`src/rtl/img_ctrl_pkg.sv`:
```
// Shared types and default sizes for the image BRAM controller.
// FIFO entries carry the pixel together with its index in the image.
package img_ctrl_pkg;

    localparam int unsigned DEF_NUM_PIXELS = 784;
    localparam int unsigned DEF_DATA_W     = 8;
    localparam int unsigned DEF_ADDR_W     = 16;

    typedef enum logic [1:0] {
        StLoad,
        StLoaded,
        StRead
    } ctrl_state_e;

    typedef struct packed {
        logic [DEF_ADDR_W-1:0] idx;
        logic [DEF_DATA_W-1:0] pix;
    } pix_entry_t;

endpackage

```
`src/rtl/img_bram_ctrl_if.sv`:
```
// Pixel input stream, pixel output stream, soft clear and BRAM port of the controller.
// slave is the controller's view, master the surrounding system's view.
interface img_bram_ctrl_if #(
    parameter int unsigned ADDR_W = img_ctrl_pkg::DEF_ADDR_W,
    parameter int unsigned DATA_W = img_ctrl_pkg::DEF_DATA_W
);
    logic              clear;
    logic              in_valid;
    logic              in_ready;
    logic [DATA_W-1:0] in_data;
    logic              start_read;
    logic              out_valid;
    logic              out_ready;
    logic [DATA_W-1:0] out_data;
    logic [ADDR_W-1:0] out_index;
    logic              out_last;
    logic              image_loaded;
    logic              busy;
    logic              bram_we;
    logic              bram_re;
    logic [ADDR_W-1:0] bram_addr;
    logic [DATA_W-1:0] bram_wdata;
    logic [DATA_W-1:0] bram_rdata;

    modport slave (
        input  clear, in_valid, in_data, start_read, out_ready, bram_rdata,
        output in_ready, out_valid, out_data, out_index, out_last, image_loaded, busy,
        output bram_we, bram_re, bram_addr, bram_wdata
    );

    modport master (
        output clear, in_valid, in_data, start_read, out_ready, bram_rdata,
        input  in_ready, out_valid, out_data, out_index, out_last, image_loaded, busy,
        input  bram_we, bram_re, bram_addr, bram_wdata
    );
endinterface

```
`src/rtl/img_rd_fifo.sv`:
```
// Two-entry FIFO absorbing the BRAM read latency; head is presented directly.
module img_rd_fifo
    import img_ctrl_pkg::*;
(
    input  logic       clk,
    input  logic       rst_n,
    input  logic       i_flush,
    input  logic       i_push,
    input  pix_entry_t i_data,
    input  logic       i_pop,
    output pix_entry_t o_head,
    output logic [1:0] o_occ
);
    pix_entry_t r_mem [2];
    logic       r_wr_ptr;
    logic       r_rd_ptr;
    logic [1:0] r_occ;

    always_ff @(posedge clk or negedge rst_n) begin
        if (!rst_n) begin
            r_mem[0] <= '0;
            r_mem[1] <= '0;
            r_wr_ptr <= 1'b0;
            r_rd_ptr <= 1'b0;
            r_occ    <= 2'd0;
        end else if (i_flush) begin
            r_wr_ptr <= 1'b0;
            r_rd_ptr <= 1'b0;
            r_occ    <= 2'd0;
        end else begin
            if (i_push) begin
                r_mem[r_wr_ptr] <= i_data;
                r_wr_ptr        <= ~r_wr_ptr;
            end
            if (i_pop) begin
                r_rd_ptr <= ~r_rd_ptr;
            end
            r_occ <= r_occ + {1'b0, i_push} - {1'b0, i_pop};
        end
    end

    assign o_head = r_mem[r_rd_ptr];
    assign o_occ  = r_occ;
endmodule

```
`src/rtl/img_bram_ctrl.sv`:
```
// Owns the pixel BRAM port: loads one streamed image, then replays it on request
// through a backpressured stream with a 2-entry read FIFO.
module img_bram_ctrl
    import img_ctrl_pkg::*;
#(
    parameter int unsigned NUM_PIXELS = DEF_NUM_PIXELS,
    parameter int unsigned ADDR_W     = DEF_ADDR_W,
    parameter int unsigned DATA_W     = DEF_DATA_W,
    parameter int unsigned BASE_ADDR  = 0
) (
    input logic            clk,
    input logic            rst_n,
    img_bram_ctrl_if.slave bus
);
    localparam logic [ADDR_W-1:0] LastIdx  = ADDR_W'(NUM_PIXELS - 1);
    localparam logic [ADDR_W:0]   NumPix   = (ADDR_W + 1)'(NUM_PIXELS);
    localparam logic [ADDR_W-1:0] BaseAddr = ADDR_W'(BASE_ADDR);

    if (NUM_PIXELS == 0 || (64'(BASE_ADDR) + 64'(NUM_PIXELS)) > (64'd1 << ADDR_W))
    begin : g_bad_range
        $error("img_bram_ctrl: image range exceeds the BRAM address space");
    end
    if (ADDR_W != DEF_ADDR_W || DATA_W != DEF_DATA_W) begin : g_bad_width
        $error("img_bram_ctrl: widths must match img_ctrl_pkg FIFO entry type");
    end

    ctrl_state_e       r_state, w_state_nxt;
    logic [ADDR_W-1:0] r_wr_cnt, r_rd_cnt, r_rd_idx, r_wr_addr;
    logic [DATA_W-1:0] r_wdata;
    logic              r_bram_we, r_rd_pend, r_image_loaded, r_busy;
    logic              w_in_hs, w_rd_issue, w_pop, w_push, w_out_valid, w_last_hs;
    logic [1:0]        w_occ;
    logic [2:0]        w_credit;
    pix_entry_t        w_head, w_push_entry;

    assign w_in_hs     = bus.in_valid & bus.in_ready;
    assign w_out_valid = (w_occ != 2'd0);
    assign w_pop       = w_out_valid & bus.out_ready;
    assign w_last_hs   = w_pop & (w_head.idx == LastIdx);

    // A pop in this cycle frees its slot in time for a read issued now, sustaining 1 pixel/cycle.
    assign w_credit   = {1'b0, w_occ} + {2'b0, r_rd_pend} - {2'b0, w_pop};
    assign w_rd_issue = (r_state == StRead) & ~bus.clear & ({1'b0, r_rd_cnt} < NumPix)
                      & (w_credit < 3'd2);

    assign w_push           = r_rd_pend & ~bus.clear;
    assign w_push_entry.idx = r_rd_idx;
    assign w_push_entry.pix = bus.bram_rdata;

    always_comb begin
        w_state_nxt = r_state;
        if (bus.clear) begin
            w_state_nxt = StLoad;
        end else begin
            case (r_state)
                StLoad:   if (w_in_hs && r_wr_cnt == LastIdx) w_state_nxt = StLoaded;
                StLoaded: if (bus.start_read) w_state_nxt = StRead;
                StRead:   if (w_last_hs) w_state_nxt = StLoaded;
                default:  w_state_nxt = StLoad;
            endcase
        end
    end

    always_ff @(posedge clk or negedge rst_n) begin
        if (!rst_n) begin
            r_state        <= StLoad;
            r_wr_cnt       <= '0;
            r_rd_cnt       <= '0;
            r_rd_idx       <= '0;
            r_rd_pend      <= 1'b0;
            r_bram_we      <= 1'b0;
            r_wr_addr      <= '0;
            r_wdata        <= '0;
            r_image_loaded <= 1'b0;
            r_busy         <= 1'b0;
        end else begin
            r_state        <= w_state_nxt;
            r_image_loaded <= (w_state_nxt != StLoad);
            r_busy         <= (w_state_nxt == StRead);
            r_bram_we      <= w_in_hs & ~bus.clear;
            r_rd_pend      <= w_rd_issue;
            if (w_in_hs && !bus.clear) begin
                r_wr_addr <= BaseAddr + r_wr_cnt;
                r_wdata   <= bus.in_data;
            end
            if (bus.clear) begin
                r_wr_cnt <= '0;
            end else if (w_in_hs) begin
                r_wr_cnt <= r_wr_cnt + 1'b1;
            end
            if (bus.clear || (r_state == StLoaded && bus.start_read)) begin
                r_rd_cnt <= '0;
            end else if (w_rd_issue) begin
                r_rd_cnt <= r_rd_cnt + 1'b1;
                r_rd_idx <= r_rd_cnt;
            end
        end
    end

    img_rd_fifo u_rd_fifo (
        .clk     (clk),
        .rst_n   (rst_n),
        .i_flush (bus.clear),
        .i_push  (w_push),
        .i_data  (w_push_entry),
        .i_pop   (w_pop),
        .o_head  (w_head),
        .o_occ   (w_occ)
    );

    assign bus.in_ready     = rst_n & (r_state == StLoad);
    assign bus.out_valid    = w_out_valid;
    assign bus.out_data     = w_head.pix;
    assign bus.out_index    = w_head.idx;
    assign bus.out_last     = w_out_valid & (w_head.idx == LastIdx);
    assign bus.image_loaded = r_image_loaded;
    assign bus.busy         = r_busy;
    assign bus.bram_we      = r_bram_we;
    assign bus.bram_re      = w_rd_issue;
    assign bus.bram_addr    = w_rd_issue ? (BaseAddr + r_rd_cnt) : r_wr_addr;
    assign bus.bram_wdata   = r_wdata;
endmodule

```
`src/flat_wrapper.sv`:
```
// flat-port wrapper written by rule: the top's interface ports become plain ports
module img_bram_ctrl_flat import img_ctrl_pkg::*;
#(
    parameter int unsigned NUM_PIXELS = DEF_NUM_PIXELS,
    parameter int unsigned ADDR_W     = DEF_ADDR_W,
    parameter int unsigned DATA_W     = DEF_DATA_W,
    parameter int unsigned BASE_ADDR  = 0
)
  (clk, rst_n, bus_clear, bus_in_valid, bus_in_data, bus_start_read, bus_out_ready, bus_bram_rdata, bus_in_ready, bus_out_valid, bus_out_data, bus_out_index, bus_out_last, bus_image_loaded, bus_busy, bus_bram_we, bus_bram_re, bus_bram_addr, bus_bram_wdata);
  img_bram_ctrl_if #(.ADDR_W(ADDR_W), .DATA_W(DATA_W)) bus_i ();
  input logic clk;
  input logic rst_n;
  input wire logic [$bits(bus_i.clear)-1:0] bus_clear;
  input wire logic [$bits(bus_i.in_valid)-1:0] bus_in_valid;
  input wire logic [$bits(bus_i.in_data)-1:0] bus_in_data;
  input wire logic [$bits(bus_i.start_read)-1:0] bus_start_read;
  input wire logic [$bits(bus_i.out_ready)-1:0] bus_out_ready;
  input wire logic [$bits(bus_i.bram_rdata)-1:0] bus_bram_rdata;
  output wire logic [$bits(bus_i.in_ready)-1:0] bus_in_ready;
  output wire logic [$bits(bus_i.out_valid)-1:0] bus_out_valid;
  output wire logic [$bits(bus_i.out_data)-1:0] bus_out_data;
  output wire logic [$bits(bus_i.out_index)-1:0] bus_out_index;
  output wire logic [$bits(bus_i.out_last)-1:0] bus_out_last;
  output wire logic [$bits(bus_i.image_loaded)-1:0] bus_image_loaded;
  output wire logic [$bits(bus_i.busy)-1:0] bus_busy;
  output wire logic [$bits(bus_i.bram_we)-1:0] bus_bram_we;
  output wire logic [$bits(bus_i.bram_re)-1:0] bus_bram_re;
  output wire logic [$bits(bus_i.bram_addr)-1:0] bus_bram_addr;
  output wire logic [$bits(bus_i.bram_wdata)-1:0] bus_bram_wdata;
  assign bus_i.clear = bus_clear;
  assign bus_i.in_valid = bus_in_valid;
  assign bus_i.in_data = bus_in_data;
  assign bus_i.start_read = bus_start_read;
  assign bus_i.out_ready = bus_out_ready;
  assign bus_i.bram_rdata = bus_bram_rdata;
  assign bus_in_ready = bus_i.in_ready;
  assign bus_out_valid = bus_i.out_valid;
  assign bus_out_data = bus_i.out_data;
  assign bus_out_index = bus_i.out_index;
  assign bus_out_last = bus_i.out_last;
  assign bus_image_loaded = bus_i.image_loaded;
  assign bus_busy = bus_i.busy;
  assign bus_bram_we = bus_i.bram_we;
  assign bus_bram_re = bus_i.bram_re;
  assign bus_bram_addr = bus_i.bram_addr;
  assign bus_bram_wdata = bus_i.bram_wdata;
  img_bram_ctrl #(.NUM_PIXELS(NUM_PIXELS), .ADDR_W(ADDR_W), .DATA_W(DATA_W), .BASE_ADDR(BASE_ADDR)) u_core (.clk(clk), .rst_n(rst_n), .bus(bus_i));
endmodule
```
`config.mk`:
```
export PLATFORM = sky130hd
export DESIGN_NAME = img_bram_ctrl_flat
export DESIGN_NICKNAME = d
export VERILOG_FILES = /design/src/rtl/img_ctrl_pkg.sv /design/src/rtl/img_bram_ctrl_if.sv /design/src/rtl/img_rd_fifo.sv /design/src/rtl/img_bram_ctrl.sv /design/src/flat_wrapper.sv
export SDC_FILE = /design/constraint.sdc
export NUM_CORES = 1
export LEC_CHECK = 0
export BUFFER_PORTS_ARGS = -buffer_cell sky130_fd_sc_hd__buf_4
export CAP_MARGIN = 20
export CORE_ASPECT_RATIO = 0.6
export CORE_UTILIZATION = 45
export CTS_BUF_LIST = sky130_fd_sc_hd__clkbuf_8
export DETAILED_ROUTE_END_ITERATION = 10
export HOLD_SLACK_MARGIN = 0.15
export PLACE_DENSITY = 0.75
export SKIP_LAST_GASP = 1
export SLEW_MARGIN = 30
export SYNTH_ARGS = -nofsm -noshare
export SYNTH_HDL_FRONTEND = slang
export SYNTH_SLANG_ARGS = --single-unit
```
`constraint.sdc`:
```
create_clock -name clk -period 11.3 [get_ports clk]
set_clock_uncertainty 0.2 [all_clocks]
set_input_delay 2.26 -clock clk [delete_from_list [all_inputs] [get_ports clk]]
set_output_delay 2.26 -clock clk [all_outputs]
set_load 0.05 [all_outputs]
```
## Word-level counts from Yosys, hierarchy flattened

Cells that the tools add are included.

- Bitwise gates (word level): 16
- Magnitude comparators: 5
- $add $sub $neg: 6
- Equality and inequality tests: 5
- Reductions and logical operators: 15
- Multiplexer cells: 21

Operator list:

| kind | number |
|---|---|
| $mux 24 | 4 |
| $mux 16 | 5 |
| $bwmux 48 | 1 |
| $add 16x1->16 const B | 2 |
| $eq 16x10->1 const B | 2 |
| $demux 24 s1 | 1 |
| $lt 16x10->1 const B | 1 |
| $reduce_bool 2->1 | 6 |
| $and 1x1->1 | 10 |
| $mux 2 | 5 |
| $pmux 2 s3 | 1 |
| $eq 2x2->1 const B | 2 |
| $ge 2x2->1 const B | 2 |
| $logic_and 1x1->1 | 4 |
| $mux 1 | 4 |
| $not 1->1 | 4 |
| $not 1->2 | 2 |
| $reduce_and 2->1 | 2 |
| $add 2x1->3 | 1 |
| $lt 3x2->1 const B | 1 |
| $sub 3x1->3 | 1 |
| $add 2x1->2 | 1 |
| $eq 2x1->1 const B | 1 |
| $logic_not 2->1 | 1 |
| 4 further kinds | 4 |

- Output and inout port bits: 55
- Bits of input ports: 22
- Register bits after elaboration: 130
- Logic and storage cells: 85

## Depth between registers and ports, before layout

- Word-level depth: 10
- Gate-level depth with buffers: 11
- Gate-level depth less buffers: 10

## By module

From an unflattened synthesis, not the netlist that was laid out.

- Cell total of the unflattened synthesis: 444
- Area, all modules: 5,821.8 um^2

By module, submodules not included:

| module | sequential area each (um^2) | times used | cells each | area an instance (um^2) |
|---|---|---|---|---|
| img_bram_ctrl | 1,951.9 | 1 | 300 | 3,528.4 |
| img_rd_fifo | 1,301.2 | 1 | 144 | 2,293.4 |

## Worst setup path after synthesis

No wires, ideal clock.

- Kind: input port to output port
- Start: input bus_out_ready
- End: output bus_bram_addr[8]
- Slack: 4.116 ns
- Required time: 8.840 ns
- Buffers on the path: 1
- Stages: 10
- Arrival time: 4.724 ns
- Cells stage by stage: nand2_1 -> inv_1 -> ha_1 -> nor2_1 -> fa_1 -> nor4_2 -> nand4_2 -> nor2_4 -> buf_2 -> o22a_1

- Word-level cells in the longest chain between the ends: 5

Ends and longest elaborated chain:

| what | RTL line | text |
|---|---|---|
| start, declared | flat_wrapper.sv:17 | `input wire logic [$bits(bus_i.out_ready)-1:0] bus_out_ready;` |
| $and 1x1->1 | img_bram_ctrl.sv:38 | `assign w_pop = w_out_valid & bus.out_ready;` |
| $sub 3x1->3 | img_bram_ctrl.sv:42 | `assign w_credit = {1'b0, w_occ} + {2'b0, r_rd_pend} - {2'b0, w_pop};` |
| $lt 3x2->1 | img_bram_ctrl.sv:44 | `& (w_credit < 3'd2);` |
| $and 1x1->1 | img_bram_ctrl.sv:44 |  |
| via bus_bram_re | flat_wrapper.sv:27 | `output wire logic [$bits(bus_i.bram_re)-1:0] bus_bram_re;` |
| $mux 16 | img_bram_ctrl.sv:120 | `assign bus.bram_addr = w_rd_issue ? (BaseAddr + r_rd_cnt) : r_wr_addr;` |
| end, declared | flat_wrapper.sv:28 | `output wire logic [$bits(bus_i.bram_addr)-1:0] bus_bram_addr;` |

The timed path passes the listed nets, and every way through them passes these cells.

## Final worst setup path

- Start: input bus_out_ready
- End: output bus_bram_addr[1]

- Word-level cells in the longest chain between the ends: 5

Ends and longest elaborated chain:

| what | RTL line |
|---|---|
| $and 1x1->1 | img_bram_ctrl.sv:38 |
| $sub 3x1->3 | img_bram_ctrl.sv:42 |
| $lt 3x2->1 | img_bram_ctrl.sv:44 |
| $and 1x1->1 | img_bram_ctrl.sv:44 |
| $mux 16 | img_bram_ctrl.sv:120 |

Every way passes these cells.

==> results.yml <==
power_and_ir_drop:
  p_leak_nw: 3.43
  power.density_mw_per_mm2: 138
  ir_worst_vdd_mv: 0.0828
worst_setup_path:
  path_max_fanout: 24
  crit-reg2reg-capture: "u_core.r_rd_idx[7]"
  start_kind: "input port"
  path_depth: 12
  cp_top_family: "simple AND/OR/NAND/NOR gates"
  max_stage_delay_ps: 470
  r2r_slack_ps: 7220
  worstPathRequired_ps: 8840
  cpMostUsedCell: "buf_4"
  r2r_cells: 11
  rr_startpoint: "u_core.u_rd_fifo.o_occ[1]"
  critPathArrivalTime_ps: 5500
  startpoint: "bus_out_ready"
  critPathSlowestCell: "nor2_4"
  cp_cell_sequence: "buf_4, nand2_1, inv_1, ha_1, nor2_1, fa_1, nor4_2, nand4_2, nor2_4, buf_4, mux2_2, buf_4"
  endpoint: "bus_bram_addr[1]"
  crit_path_end_kind: "output pin"
  crit_buf_inv: 4
  worstSetupPathType: "input port to output pin"
clocking:
  clock_path_buffers: 2
  htree_levels: 4
  holdBufCountCts: 0
  numCtsBuffers: 17
  cts_tree: "done"
  clk_pin_slew_worst_paths_ps: 70
  clk_latency_ps: 430
  post_cts_buffers: 0
  cts_sinks: 130
  root_buffer: "clkbuf_8"
  cts_resized: 0
sta:
  maxClockFrequency_mhz: 126
  layout_setup_ws_ps: 3340
  worst_pin_slew_ps: 822
  hold_viol: 0
  maxSlewHeadroom: 0.444
  drv_slew: 0
  fin_crit_sh: 0.704
  final.setup.tns_ps: 0
  finalCriticalPeriod_ps: 7960
  setup_violations: 0
  rsz0062_at_grt: "false"
placed_design:
  place_congestion: 0.877
  portBuffers: 76
  placed_cell_area_mm2: 0.00669
  pre_cts_slack_ps: 3390
  dp_hpwl_mm: 8.80
global_route:
  grt_pass1_vias: 4112
  grt_pass1_wl_mm: 21.4
  grtUsageMet3: 0.0618
  busiest_layer: "met1"
  met2_usage: 0.293
  antenna_found_initial: 0
  grtUsageTotal: 0.207
  grt_max_degree: 80
  grt_remaining_overflow: 0
  use_met1: 0.303
finish:
  fillers: 1074
  synthToLayoutAreaGrowth_pct: 18.4
  fin_util: 0.548
  fin_area_mm2: 0.00706
  layout_commonest_cell: "dfrtp_1"
  antennaDiodeCount: 0
  layout_common_cells: "dfrtp_1, mux2_2, buf_4, nor2_1, clkbuf_8"
  nets: 576
  drive_gt1_frac: 0.420
yosys:
  async_flop_share: 1.00
  syn_inst: 469
  synth-seq-cells: 130
  ys_warn_count: 0
  ys_types: 55
  synth_edf_count: 0
  synth_area_per_cell_um2: 12.7
  synth-seq-area-share: 0.546
  synth_flop_cell: "dfrtp_1"
  synth_fp_nets: 497
  netlist_area_mm2: 0.00596
die:
  die_area_mm2: 0.0137
  fp.dieW_um: 151
  initial_core_util: 0.462
  boundaryPins: 77
  core_mm2: 0.0129
  die_h_um: 91.2
  rows: 32
route:
  ant_nets: 0
  drtIter0Drc: 287
  wire_per_inst_um: 17.7
  dr.pass1.iters: 5
  num_vias: 4045
  drc: 0
  wl_mm: 12.9
  drt-vias-per-instance: 5.54
hold_path:
  hp-class: "flop to flop"
run:
  drv_cap: 0
outcome:
  status: "completed"
==> layout make-up <==
type / instances / area, um^2 / area share
multi-input cells: 303 / 2560 / 0.362
flip-flops and latches: 130 / 3250 / 0.461
inverters: 15 / 56.3 / 0.00798
well taps: 170 / 213 / 0.0301
repair buffers: 81 / 612 / 0.0867
clock buffers: 22 / 303 / 0.0429
clock inverters: 9 / 65.1 / 0.00922
==> kinds of logic after synthesis <==
| logic type | Yosys count | synth area share |
|---|---|---|
| AOI/OAI and AO/OA | 37 | 0.0422 |
| xor gates and xnor gates | 13 | 0.0191 |
| adders and majority gates | 6 | 0.0139 |
| buffers and inverters | 36 | 0.0269 |
| DFF | 130 | 0.546 |
| muxes | 119 | 0.224 |
| and+or+nand+nor | 128 | 0.129 |
==> state kept, by name, summed over array words and instances (netlist names), 2 cells and up <==
name / cells
u_core.u_rd_fifo.r_mem: 48
u_core.r_rd_cnt: 16
u_core.r_rd_idx: 16
u_core.r_wr_addr: 16
u_core.r_wr_cnt: 16
u_core.bus.bram_wdata: 8
u_core.r_state: 2
u_core.u_rd_fifo.o_occ: 2
==> synthesized netlist by cell type (3+ instances only) <==
cell | instances | area [um^2]
dfrtp_1 | 130 | 3250
mux2_2 | 114 | 1280
nor2_1 | 24 | 90.1
nand2_1 | 19 | 71.3
nor2b_1 | 17 | 106
inv_1 | 15 | 56.3
a21oi_1 | 10 | 50.1
or3_1 | 9 | 56.3
xnor2_1 | 9 | 78.8
and2_1 | 8 | 50.1
buf_2 | 8 | 40.0
nand3_1 | 7 | 35.0
nor4_1 | 7 | 43.8
o21ai_0 | 7 | 35.0
clkbuf_1 | 6 | 22.5
ha_1 | 5 | 62.6
mux2i_1 | 5 | 50.1
nor3_1 | 5 | 25.0
or4_1 | 5 | 37.5
buf_1 | 4 | 15.0
xor2_1 | 4 | 35.0
nor3b_1 | 3 | 22.5
o21a_1 | 3 | 22.5
o22a_1 | 3 | 26.3
o31ai_1 | 3 | 22.5
==> where the power goes <==
group	switching (W)	internal, W
Clock	0.000170	0.000197
Sequential	0.00000768	0.000476
Combinational	0.0000794	0.0000431
==> how the worst min path moves through the flow <==
stage	start	to	slack, ps	cells after the start
6_report	u_core.r_rd_cnt[10]	u_core.r_rd_cnt[10]	290	1
5_1_grt	u_core.r_rd_cnt[10]	u_core.r_rd_cnt[10]	300	1
4_1_cts	u_core.r_rd_cnt[10]	u_core.r_rd_cnt[10]	290	1
3_5_place_dp	u_core.r_rd_cnt[10]	u_core.r_rd_cnt[10]	270	1
3_3_place_gp	u_core.r_rd_cnt[14]	u_core.r_rd_cnt[14]	270	1
2_1_floorplan	u_core.r_rd_cnt[14]	u_core.r_rd_cnt[14]	250	1
==> stage by stage <==
step | hold slack, ps | std cells | total power, W
floorplan | 254 | 469 | 0.000572
global placement | 272 | 699 | 0.000611
detailed placement | 272 | 699 | 0.000615
CTS | 293 | 730 | 0.000983
global route | 304 | 730 | 0.00101
finish | 290 | 730 | 0.000973
==> metal layers <==
metal | vias up | part of all wire | wire (um)
li1 | 1833 | - | -
met1 | 2064 | 0.48 | 6170
met2 | 131 | 0.45 | 5810
met3 | 17 | 0.063 | 812
met4 | 0 | 0.011 | 136
met5 | - | 0 | 0
Note: power is estimated with default switching activity, not from simulation.
